==> src/rtl/pc_sequencer.sv <==
// Fetch-address controller: picks next PC (sequential/branch/jump), freezes on memory busy,
// holds redirects seen during a stall, flushes wrong-path fetch and flags over-long stalls.
module pc_sequencer #(
  parameter logic [31:0] RESET_PC    = 32'h0000_0000,
  parameter int unsigned STALL_LIMIT = 255
) (
  input  logic        CLK,
  input  logic        RESET,
  input  logic        imem_busy,
  input  logic        dmem_busy,
  input  logic        branch_taken,
  input  logic [31:0] branch_target,
  input  logic        jump,
  input  logic [31:0] jump_target,
  output logic [31:0] pc,
  output logic [31:0] pc_plus4,
  output logic        fetch_valid,
  output logic        stall,
  output logic        flush,
  output logic        misaligned,
  output logic        stall_timeout
);

  typedef enum logic [1:0] {
    BOOT  = 2'd0,
    RUN   = 2'd1,
    STALL = 2'd2
  } state_t;

  localparam logic [15:0] LIMIT = 16'(STALL_LIMIT);

  state_t      state_q, state_d;
  logic [31:0] pc_q, pc_d;
  logic [31:0] pc_plus4_q, pc_plus4_d;
  logic        flush_q, flush_d;
  logic        misaligned_q, misaligned_d;
  logic        stall_timeout_q, stall_timeout_d;
  logic        pend_vld_q, pend_vld_d;
  logic [31:0] pend_tgt_q, pend_tgt_d;
  logic [15:0] stall_cnt_q, stall_cnt_d;

  logic        busy;
  logic        redir;
  logic [31:0] redir_tgt;
  logic        load;
  logic [31:0] load_tgt;
  logic [15:0] stall_cnt_inc;

  assign busy          = imem_busy | dmem_busy;
  assign redir         = jump | branch_taken;
  assign redir_tgt     = jump ? jump_target : branch_target;
  assign stall_cnt_inc = (stall_cnt_q == LIMIT) ? stall_cnt_q : stall_cnt_q + 16'd1;

  always_ff @(posedge CLK or negedge RESET) begin
    if (!RESET) begin
      state_q         <= BOOT;
      pc_q            <= RESET_PC;
      pc_plus4_q      <= RESET_PC + 32'd4;
      flush_q         <= 1'b0;
      misaligned_q    <= 1'b0;
      stall_timeout_q <= 1'b0;
      pend_vld_q      <= 1'b0;
      pend_tgt_q      <= 32'd0;
      stall_cnt_q     <= 16'd0;
    end else begin
      state_q         <= state_d;
      pc_q            <= pc_d;
      pc_plus4_q      <= pc_plus4_d;
      flush_q         <= flush_d;
      misaligned_q    <= misaligned_d;
      stall_timeout_q <= stall_timeout_d;
      pend_vld_q      <= pend_vld_d;
      pend_tgt_q      <= pend_tgt_d;
      stall_cnt_q     <= stall_cnt_d;
    end
  end

  always_comb begin
    state_d = state_q;
    case (state_q)
      BOOT:    state_d = RUN;
      RUN:     state_d = busy ? STALL : RUN;
      STALL:   state_d = busy ? STALL : RUN;
      default: state_d = BOOT;
    endcase
  end

  always_comb begin
    pc_d            = pc_q;
    pend_vld_d      = pend_vld_q;
    pend_tgt_d      = pend_tgt_q;
    stall_cnt_d     = stall_cnt_q;
    stall_timeout_d = stall_timeout_q;
    load            = 1'b0;
    load_tgt        = pc_q;

    case (state_q)
      RUN: begin
        stall_cnt_d = 16'd0;
        if (busy) begin
          if (redir) begin
            pend_vld_d = 1'b1;
            pend_tgt_d = redir_tgt;
          end
        end else if (redir) begin
          load     = 1'b1;
          load_tgt = redir_tgt;
        end else begin
          pc_d = pc_q + 32'd4;
        end
      end
      STALL: begin
        stall_cnt_d = stall_cnt_inc;
        if (stall_cnt_inc == LIMIT) begin
          stall_timeout_d = 1'b1;
        end
        if (redir) begin
          pend_vld_d = 1'b1;
          pend_tgt_d = redir_tgt;
        end
        // A redirect arriving in the release cycle is the latest capture, so it wins.
        if (!busy) begin
          stall_cnt_d = 16'd0;
          pend_vld_d  = 1'b0;
          if (redir || pend_vld_q) begin
            load     = 1'b1;
            load_tgt = redir ? redir_tgt : pend_tgt_q;
          end
        end
      end
      default: ;
    endcase

    if (load) begin
      pc_d = {load_tgt[31:2], 2'b00};
    end
    flush_d      = load;
    misaligned_d = load && (load_tgt[1:0] != 2'b00);
    pc_plus4_d   = pc_d + 32'd4;
  end

  always_comb begin
    pc            = pc_q;
    pc_plus4      = pc_plus4_q;
    flush         = flush_q;
    misaligned    = misaligned_q;
    stall_timeout = stall_timeout_q;
    fetch_valid   = (state_q == RUN);
    stall         = busy | (state_q != RUN);
  end

endmodule

==> config.mk <==
export PLATFORM = sky130hd
export DESIGN_NAME = pc_sequencer
export DESIGN_NICKNAME = d
export VERILOG_FILES = /design/src/rtl/pc_sequencer.sv
export SDC_FILE = /design/constraint.sdc
export NUM_CORES = 1
export LEC_CHECK = 0
export ABC_AREA = 1
export CORE_UTILIZATION = 49
export CTS_BUF_LIST = sky130_fd_sc_hd__clkbuf_16
export CTS_CLUSTER_SIZE = 16
export DETAILED_ROUTE_END_ITERATION = 12
export PLACE_DENSITY_LB_ADDON = 0.2
export REMOVE_ABC_BUFFERS = 1
export SETUP_SLACK_MARGIN = 0.4
export SYNTH_ARGS = -nofsm -noshare
export SYNTH_HDL_FRONTEND = slang
export SYNTH_SLANG_ARGS = --single-unit
==> constraint.sdc <==
create_clock -name CLK -period 2.4 [get_ports CLK]
set_clock_uncertainty 0.1 [all_clocks]
set_input_delay 0.24 -clock CLK [delete_from_list [all_inputs] [get_ports CLK]]
set_output_delay 0.24 -clock CLK [all_outputs]
set_load 0.1 [all_outputs]
# Yosys cells after proc, flatten, opt, wreduce, memory -nomap -nowiden
# Index checks and enable logic that the tools add are counted.
# totals
wordCells,56
register_bits,118
# op_classes
bitwise_logic,3
n_eq_ne,6
reduce_logical,8
muxes,27
addsub,3
# ops
cell,count
32-bit two-way mux,11
32-bit one-hot mux with 2 select lines,2
"32-bit by 3-bit adder with 32-bit output, second input constant",2
"16-bit by 8-bit == test with 1-bit output, second input constant",2
16-bit two-way mux,2
16-bit one-hot mux with 2 select lines,1
"16-bit by 1-bit adder with 16-bit output, second input constant",1
1-bit two-way mux,7
"2-bit by 1-bit inequality test with 1-bit output, second input constant",2
1-bit one-hot mux with 2 select lines,2
2-bit one-hot mux with 2 select lines,1
2-bit AND reduction,2
2-bit nonzero test,2
1-bit bitwise OR,3
"2-bit by 1-bit == test with 1-bit output, second input constant",1
"2-bit == test, second input constant",1
2-bit zero test,1
2-bit two-way mux,1
2-bit OR reduction,1
1-bit logical AND,1
1-bit logical OR,1

# Depth between registers and ports, before layout
# Gate-level depths: netlist of the first run.
# logic_depth
depth_word,7
ltp_mapped,19
depth_no_buf,18

# Least setup slack after synthesis of the first run
# Ideal clock, no wire load.
# synth_timing
kind,reg2reg
from,reg state_q[1]
to,"reg pc_plus4_q[18], in the netlist pc_plus4[18]"
stages_incl_launch_ff,16
path_slack_ns,-1.241
arrival_time_ns,3.419
setup_ns,0.123
cell_sequence,dfrtp_1 > inv_1 > ha_1 > nand2_2 > nor2_4 > nand2_1 > o21ai_0 > nor2_1 > nand2_1 > nand2_1 > inv_1 > ha_1 > nand3_4 > nor3_2 > nand2_1 > xnor2_1
# synth_between
elab_chain_len,4
# synth_lines
item,line_no,text
from (decl),32,"state_t state_q, state_d;"
from (signal assigned),66,state_q <= state_d;
2-bit by 1-bit == test with 1-bit output (*),-,
net fetch_valid,17,"output logic fetch_valid,"
32-bit one-hot mux with 2 select lines (tied with other cells),97,case (state_q)
32-bit two-way mux (*),134,if (load) begin
net pc_d[3],33,"logic [31:0] pc_q, pc_d;"
32-bit by 3-bit adder with 32-bit output (*),139,pc_plus4_d = pc_d + 32'd4;
net pc_plus4_d[18],34,"logic [31:0] pc_plus4_q, pc_plus4_d;"
to (signal assigned),58,pc_plus4_q <= RESET_PC + 32'd4;
to (signal assigned),68,pc_plus4_q <= pc_plus4_d;
to (decl),34,
# Mark *: on every way through the listed nets, which the timed path passes. The rest lies on a longest branch.
# A chain may end at the register's enable or synchronous reset.

# Worst setup path after layout of the first run
# layout_timing
from,reg state_q[1]
to,"reg pc_plus4_q[28], in the netlist pc_plus4[28]"
# layout_between
elab_chain_len,4
# layout_lines
item,line_no
2-bit == test / 2-bit by 1-bit == test with 1-bit output (equally long branches),97
32-bit one-hot mux with 2 select lines (tied with other cells),97
32-bit two-way mux (*),134
net pc_d[10],33
32-bit by 3-bit adder with 32-bit output (*),139
net pc_plus4_d[28],34
# Marks and branches as above.

==> impl_results.md, run 1 <==
* Multi-input logic area at 5310 um2
* Yosys top cell area share at 35.0%
* Largest family of logic cells by synthesized area: simple AND/OR/NAND/NOR gates
* Final GP Congestion at 1.03
* Failing checks: negative setup slack
* Syn. warnings at 0
* Synth Area in Compound Gates at 11.6%
* Antenna Cells at 0
* Req. time, crit path at 2.62 ns
* Max Clk Rate at 0.364 GHz
* Fin crit period at 2.74 ns
* DIE AREA at 17000 um2
* Flop pwr share at 19.1%
* Largest stage delay on the critical path at 0.38 ns
* Worst-case setup margin in the final layout at -0.344 ns
* DR WL/cell at 18.5 um
* Adder-cell area share of the yosys netlist at 1.08%
* Top FF cell, synth: dfrtp_1
* Synth async-reset ratio at 100%
* Cell with the most instances after synthesis: nand2_1
* Starting DRT DRC Count at 1088
* Slowest cell on crit path: dfrtp_1
* Setup crit start kind: flip-flop
* Starting density of the core at 50.5%
* Mean Syn Cell Area at 6.59 um2
* Max Cap Viol at 0
* Pwr/cell area at 1240 nW/um2
* Leak pwr at 6.24 nW
* Design area at 12800 um2
* Area of the mapped netlist at 8090 um2
* Endpoints failing hold at 0
* Count of input and output buffers at 134
* Worst reg2reg setup slack at -0.34 ns
* Routed wire length at 33.2 mm
* RR Endpoint: pc_plus4[28]
* Clk buf depth at 2
* Number of synthesized flops with an enable pin at 0
* NetSw at 8.13 mW
* GR Overflow Total at 0
* Clock Sinks at 114
* Sequential area share after synthesis at 35.3%
* R2R depth at 17
* Mux contribution to synthesized area at 0%
* Vias in the first global route at 9348
* VDD IR-drop max at 1.71 mV
* Fraction of layout cells with a size suffix above 1 at 33.8%
* Post-synth top cells: 446 x nand2_1, 122 x inv_1, 118 x nor2_1
* Placed instance count at 1721
* #FFs+latches synth at 114
* Most frequent CP cell: buf_6
* Area of the core at 16000 um2
* Worst-path maximum fanout at 8
* Period utilisation layout at 114%
* HPWL after detailed placement at 22.2 mm
* FP Rows at 46
* Cell family with most CP delay: simple AND/OR/NAND/NOR gates
* CP arrival at 2.97 ns
* HP Class: in -> async
* Via count at 10100
* H-tree levels at 4
* Fin cells at 1800
* Simple-gate area share of the yosys netlist at 39.1%
* Critical Path End Type: flip-flop
* Die X at 130 um
* Clk pin slew, worst setup/hold paths at 0.06 ns
* Crit path cell chain: inv_2, ha_4, buf_6, buf_6, nand3_4, nor2_8, buf_6, xor2_1, nand2_1, nand2_4, nand2_4, nor2_4, nand2_2, nor2_4, nand3_2, nand2_2, nand2_1
* Pins Over Slew Limit at 0
* P&R area growth vs syn at 58.4%
* Largest net degree at the start of global routing at 71
* Run status: finished, violations left
* CTS tree: yes
* Drc violations at 0
* Die H at 130 um
* Total CTS buffers at 17
* Ports at 139
* First-pass GRT wire length at 46.8 mm
* Largest cells by area after synthesis: dfrtp_1 35%, nand2_1 21%, inv_1 5.7%, nor2_1 5.5%, nand3_1 4.4%
* Routed vias/inst at 5.63
* Dpl cell area at 10700 um2
* Combinational power share at 62.0%
* Filler cells at 1117
* Clk pwr share at 18.9%
* Antenna violations before repair at 0
* Total power at 15.9 mW
* Area leader, netlist: dfrtp_1
* Cells after Synth at 1226
* Yosys cell types at 40
* Post-synthesis xor/xnor area fraction at 3.47%
* RSZ-0062 raised after global routing: yes
* ANT nets after route at 0
* Pint at 7.75 mW
* FF-to-FF Start: state_q[1]
* Final setup fails at 27
* Nets at 1648
* Drt first pass iters at 6
* Root buf cell: clkbuf_16
* Buf/Inv on CP at 4
* Worst skew pair latency at 0.44 ns
* FF/Latch Area at 2860 um2
* Switching part of the total at 51.2%
* GRT Util Overall at 36.6%
* Setup CP Type: reg -> reg
-- layout by cell type (no fill, tap or decap), drive strengths merged, types with 10 or more instances in the layout --
cell and instances:
dfrtp 113, clkdlybuf4s50 66, o21ai 82, inv 133
a21oi 50, a22oi 13, xor2 25, o22ai 14
clkbuf 17, nand4 24, nor2 143, nor3 10
nand2 462, nand3 75, buf 298
-- per-layer routing --
metal | wire length [um] | track usage (%) | vias to the layer above
li1 | - | - | 4597
met1 | 12400 | 44.3 | 4710
met2 | 15800 | 60.9 | 630
met3 | 2920 | 6.60 | 192
met4 | 2130 | 22.4 | 0
met5 | 0 | 0 | -
-- cell type report --
class	instances	area share [%]
Clock buffer	17	3.32
Clock inverter	15	1.99
Inverter	131	4.01
Multi-Input combinational cell	941	41.5
Sequential cell	114	22.3
Tap cell	216	2.11
Timing Repair Buffer	366	24.8
-- worst max-delay path by stage --
stage                  from  slack (ns)           end  cells past startpoint
2_1_floorplan    state_q[1]       -1.68  pc_plus4[18]                     15
3_5_place_dp   branch_taken       -0.66  pc_plus4[31]                     16
3_3_place_gp   branch_taken       -0.61  pc_plus4[31]                     17
4_1_cts          state_q[1]       -0.15  pc_plus4[22]                     16
6_report         state_q[1]       -0.34  pc_plus4[28]                     17
5_1_grt          state_q[1]       -0.44  pc_plus4[19]                     15
-- power by group through the flow --
| stage | combinational [mW] | clock (mW) | sequential (mW) |
|---|---|---|---|
| after global placement | 8.24 | 0 | 3.01 |
| final | 9.85 | 3.00 | 3.03 |
| after detailed placement | 8.30 | 0 | 3.02 |
| after CTS | 8.90 | 3.00 | 3.00 |
| after global routing | 10.3 | 3.09 | 3.09 |
| after floorplan | 2.51 | 0 | 5.67 |
-- flip-flops by register name (all words and copies together), names as in the netlist --
signal,flops
stall_cnt_q,16
stall_timeout,1
pc_plus4,30
pc,30
pend_tgt_q,32
pend_vld_q,1
flush,1
state_q,2
misaligned,1
-- cells by family (layout without fill, tap and decap cells) --
logic type / Yosys count / count (layout)
and+or+nand+nor: 728 / 728
buffers and inverters: 174 / 529
AOI/OAI and AO/OA: 170 / 170
DFF: 114 / 114
xor gates and xnor gates: 32 / 32
adders and majority gates: 7 / 7
other: 1 / 4
-- metrics by stage --
step / TNS, ns / utilization [%] / hold slack, ns / setup slack [ns]
6_report: -7.15 / 80.0 / 0.162 / -0.344
3_3_place_gp: -13.74 / 67.1 / 0.0696 / -0.608
3_5_place_dp: -15.96 / 67.1 / 0.0741 / -0.660
2_1_floorplan: -99.55 / - / -0.156 / -1.68
4_1_cts: -2.48 / 75.3 / 0.172 / -0.153
5_1_grt: -9.50 / 80.0 / 0.204 / -0.439
-- repair_timing --
item	4_1_cts	5_1_grt
hold endpoints to repair	22	0
resized for setup	128	143
endpoints found under the setup margin	62	71
buffers inserted	20	26
pin swaps	41	66
hold buffers	1	0
Note: power is estimated with default switching activity, not from simulation.
==> run 2: changes to the inputs <==
- CORE_UTILIZATION: 49 -> 59
- DONT_BUFFER_PORTS: not set -> 1
==> run 2 against run 1 <==
Compared with the run above:
- the run now fails in global routing
- synthesized cell count is the same
- area after synthesis unchanged
==> impl_results.md, run 2 <==
* Root buf cell: clkbuf_16
* Starting density of the core at 60.8%
* GR Overflow Total at 6
* Number of synthesized flops with an enable pin at 0
* Total CTS buffers at 17
* Crit. endpoint post-GRT repair: pc_plus4[27]$_DFF_PN0_/D
* Syn. warnings at 0
* Area leader, netlist: dfrtp_1
* Area of the mapped netlist at 8090 um2
* Stop stage: global routing
* GRT Util Overall at 73.2%
* Count of input and output buffers at 0
* Ports at 139
* FP Rows at 42
* #FFs+latches synth at 114
* Post-synth top cells: 446 x nand2_1, 122 x inv_1, 118 x nor2_1
* Sequential area share after synthesis at 35.3%
* Run status: aborted with a tool error
* Die X at 119 um
* Die H at 119 um
* Largest cells by area after synthesis: dfrtp_1 35%, nand2_1 21%, inv_1 5.7%, nor2_1 5.5%, nand3_1 4.4%
* Clk buf depth at 2
* Worst EP Category: register input
* Yosys top cell area share at 35.0%
* Yosys cell types at 40
* HPWL after detailed placement at 21.1 mm
* Cell with the most instances after synthesis: nand2_1
* Cells after Synth at 1226
* First Err: [ERROR GRT-0232] Routing congestion too high. Check the congestion heatmap in the GUI.
* Mean Syn Cell Area at 6.59 um2
* Top FF cell, synth: dfrtp_1
* Placed instance count at 1551
* H-tree levels at 4
* Dpl cell area at 9640 um2
* Largest net degree at the start of global routing at 115
* Clock Sinks at 114
* Synth async-reset ratio at 100%
* Final GP Congestion at 1.04
-- run 2: cell counts after synthesis --
Identical to the previous run, type by type.
-- run 2: cells by family after synthesis --
| kind of cell | share of synthesized area, % |
|---|---|
| and+or+nand+nor | 39.1 |
| buffers and inverters | 9.44 |
| AOI/OAI and AO/OA | 11.6 |
| DFF | 35.3 |
| xor gates and xnor gates | 3.47 |
| adders and majority gates | 1.08 |
| other | 0.0464 |
-- run 2: metal layers --
layer  overflow  global-route usage (%)
met1          0                    73.7
met2          2                    92.8
met3          0                    56.3
met4          4                    69.8
met5          0                    12.1
-- run 2: timing repair --
action,4_1_cts
pin swaps,79
hold endpoints to repair,114
gates resized for setup,207
setup buffers,42
endpoints found under the setup margin,99
cloned,2
-- run 2: per-stage QoR --
| step | hold WS, ns | setup WS [ns] |
|---|---|---|
| after CTS | -0.601 | -0.0307 |
| after detailed placement | -0.153 | -0.373 |
| after global placement | -0.154 | -0.305 |
| after floorplan | -0.156 | -1.68 |
==> run 3: changes to the inputs <==
- CORE_UTILIZATION: 59 -> 40
- CTS_BUF_LIST: sky130_fd_sc_hd__clkbuf_16 -> not set
- CTS_CLUSTER_SIZE: 16 -> not set
- PLACE_DENSITY_LB_ADDON: 0.2 -> 0.15
- SETUP_SLACK_MARGIN: 0.4 -> not set
- clock period: 2.4 -> 3.12 ns (I/O delays scaled with it)
==> run 3 against run 2 <==
Compared with the run above:
- the flow now finishes without violations
==> impl_results.md, run 3 (same netlist as run 1, synthesis figures left out) <==
* Run status: finished, final reports clean
* Endpoints failing hold at 0
* Final GP Congestion at 0.947
* Slew HR at 37.4%
* Clock Sinks at 114
* Worst reg2reg setup slack at 0.21 ns
* Nets at 1351
* Die H at 144 um
* First-pass GRT wire length at 42.7 mm
* Pwr/cell area at 1050 nW/um2
* CP arrival at 3.11 ns
* Buf/Inv on CP at 4
* FF-to-FF Start: state_q[0]
* Cell family with most CP delay: simple AND/OR/NAND/NOR gates
* Antenna violations before repair at 0
* ANT nets after route at 0
* Ports at 139
* Starting density of the core at 41.1%
* Fin crit period at 2.91 ns
* Critical Path End Type: flip-flop
* HPWL after detailed placement at 20.9 mm
* Setup CP Type: reg -> reg
* Vias in the first global route at 7671
* Req. time, crit path at 3.32 ns
* Leak pwr at 4.51 nW
* Pins Over Slew Limit at 0
* RR Endpoint: pc_plus4[23]
* Starting DRT DRC Count at 602
* Drc violations at 0
* Crit path cell chain: inv_1, ha_1, inv_1, a21oi_4, buf_4, nand2_1, nand2_1, nand2_1, inv_2, nand2_1, nor2_1, nand2_1, xor2_1
* RSZ-0062 raised after global routing: no
* GR Overflow Total at 0
* Design area at 9350 um2
* CTS tree: yes
* Clk pin slew, worst setup/hold paths at 0.06 ns
* Largest net degree at the start of global routing at 115
* Period utilisation layout at 93.2%
* H-tree levels at 4
* Worst-path maximum fanout at 10
* DR WL/cell at 17.7 um
* Largest stage delay on the critical path at 0.42 ns
* Antenna Cells at 0
* Total CTS buffers at 17
* Filler cells at 2084
* Final Util at 47.6%
* Post-CTS Setup Bufs at 0
* Largest register FFs at 32
* Slowest cell on crit path: dfrtp_1
* Via count at 8061
* Worst slew pin tran at 0.939 ns
* HP Class: in -> reg
* Hold path start: imem_busy
* Max Clk Rate at 0.344 GHz
* Commonest non-fill, non-tap cell in the layout: nand2_1
* GRT Util Overall at 27.7%
* Top reg by flops: pend_tgt_q
* Drt first pass iters at 5
* Worst skew pair latency at 0.43 ns
* Dpl cell area at 8680 um2
* R2R depth at 13
* Root buf cell: clkbuf_16
* Max Cap Viol at 0
* VDD IR-drop max at 1.07 mV
* Most frequent cells in the layout: 446 x nand2_1, 122 x inv_1, 114 x nor2_1, 113 x dfrtp_1, 71 x nand3_1
* Die X at 144 um
* Hold Slack at 0.0653 ns
* Clk buf depth at 2
* Routed wire length at 27.5 mm
* Worst Hold Path EP: pend_vld_q
* FP Rows at 51
* DIE AREA at 20800 um2
* Total power at 9.80 mW
* Setup crit start kind: flip-flop
* Most frequent CP cell: nand2_1
* Routed vias/inst at 5.19
* Area of the core at 19700 um2
* Fraction of layout cells with a size suffix above 1 at 13.1%
* Final setup fails at 0
* P&R area growth vs syn at 15.6%
* Hold path cells at 2
* Count of input and output buffers at 0
* WP depth at 13
[run 3: per-stage QoR]
| step | instances | setup TNS, ns | setup WS [ns] |
|---|---|---|---|
| after floorplan | 1186 | -37.66 | -0.960 |
| after global placement | 1518 | 0 | 0.285 |
| after detailed placement | 1518 | 0 | 0.228 |
| after CTS | 1552 | 0 | 0.212 |
| after global routing | 1552 | 0 | 0.0158 |
| final | 1552 | 0 | 0.211 |
[run 3: worst max path at each step]
| stage | from | endpoint | slack [ns] |
|---|---|---|---|
| finish | state_q[0] | pc_plus4[23] | 0.21 |
| global route | state_q[0] | pc_plus4[23] | 0.02 |
| CTS | state_q[1] | pc_plus4[28] | 0.21 |
| detailed placement | state_q[1] | pc_plus4[28] | 0.23 |
| global placement | dmem_busy | pc_plus4[23] | 0.29 |
| floorplan | state_q[1] | pc_plus4[18] | -0.96 |
[run 3: final cells by class]
type	instances	area [um2]	share of cell area (%)
inverter	131	492	5.26
clock inverter	14	178	1.90
timing repair buffer	69	553	5.92
multi-input combinational	941	4500	48.2
sequential	114	2850	30.5
clock buffer	18	439	4.70
tap	265	332	3.55
[run 3: timing repair]
item / CTS / global route
setup endpoints to repair: 0 / 10
hold buffers: 2 / 0
gates resized for setup: 0 / 4
endpoints found under the hold margin: 114 / 0
[run 3: per-layer routing]
metal  wire, um  part of all wire, %  vias to the layer above  global-route usage [%]
li1           -                    -                     3995                       -
met1      12300                   45                     3724                    35.9
met2      12500                   45                      280                    44.1
met3       1690                  6.1                       62                    4.87
met4       1110                  4.0                        0                    14.3
met5          0                    0                        -                       0
[run 3: power breakdown]
group          total (mW)  internal (mW)  switching, mW
Combinational        4.30           1.05           3.25
Clock                2.08           1.29          0.790
Sequential           3.43           1.99           1.44
Total                9.80           4.33           5.47
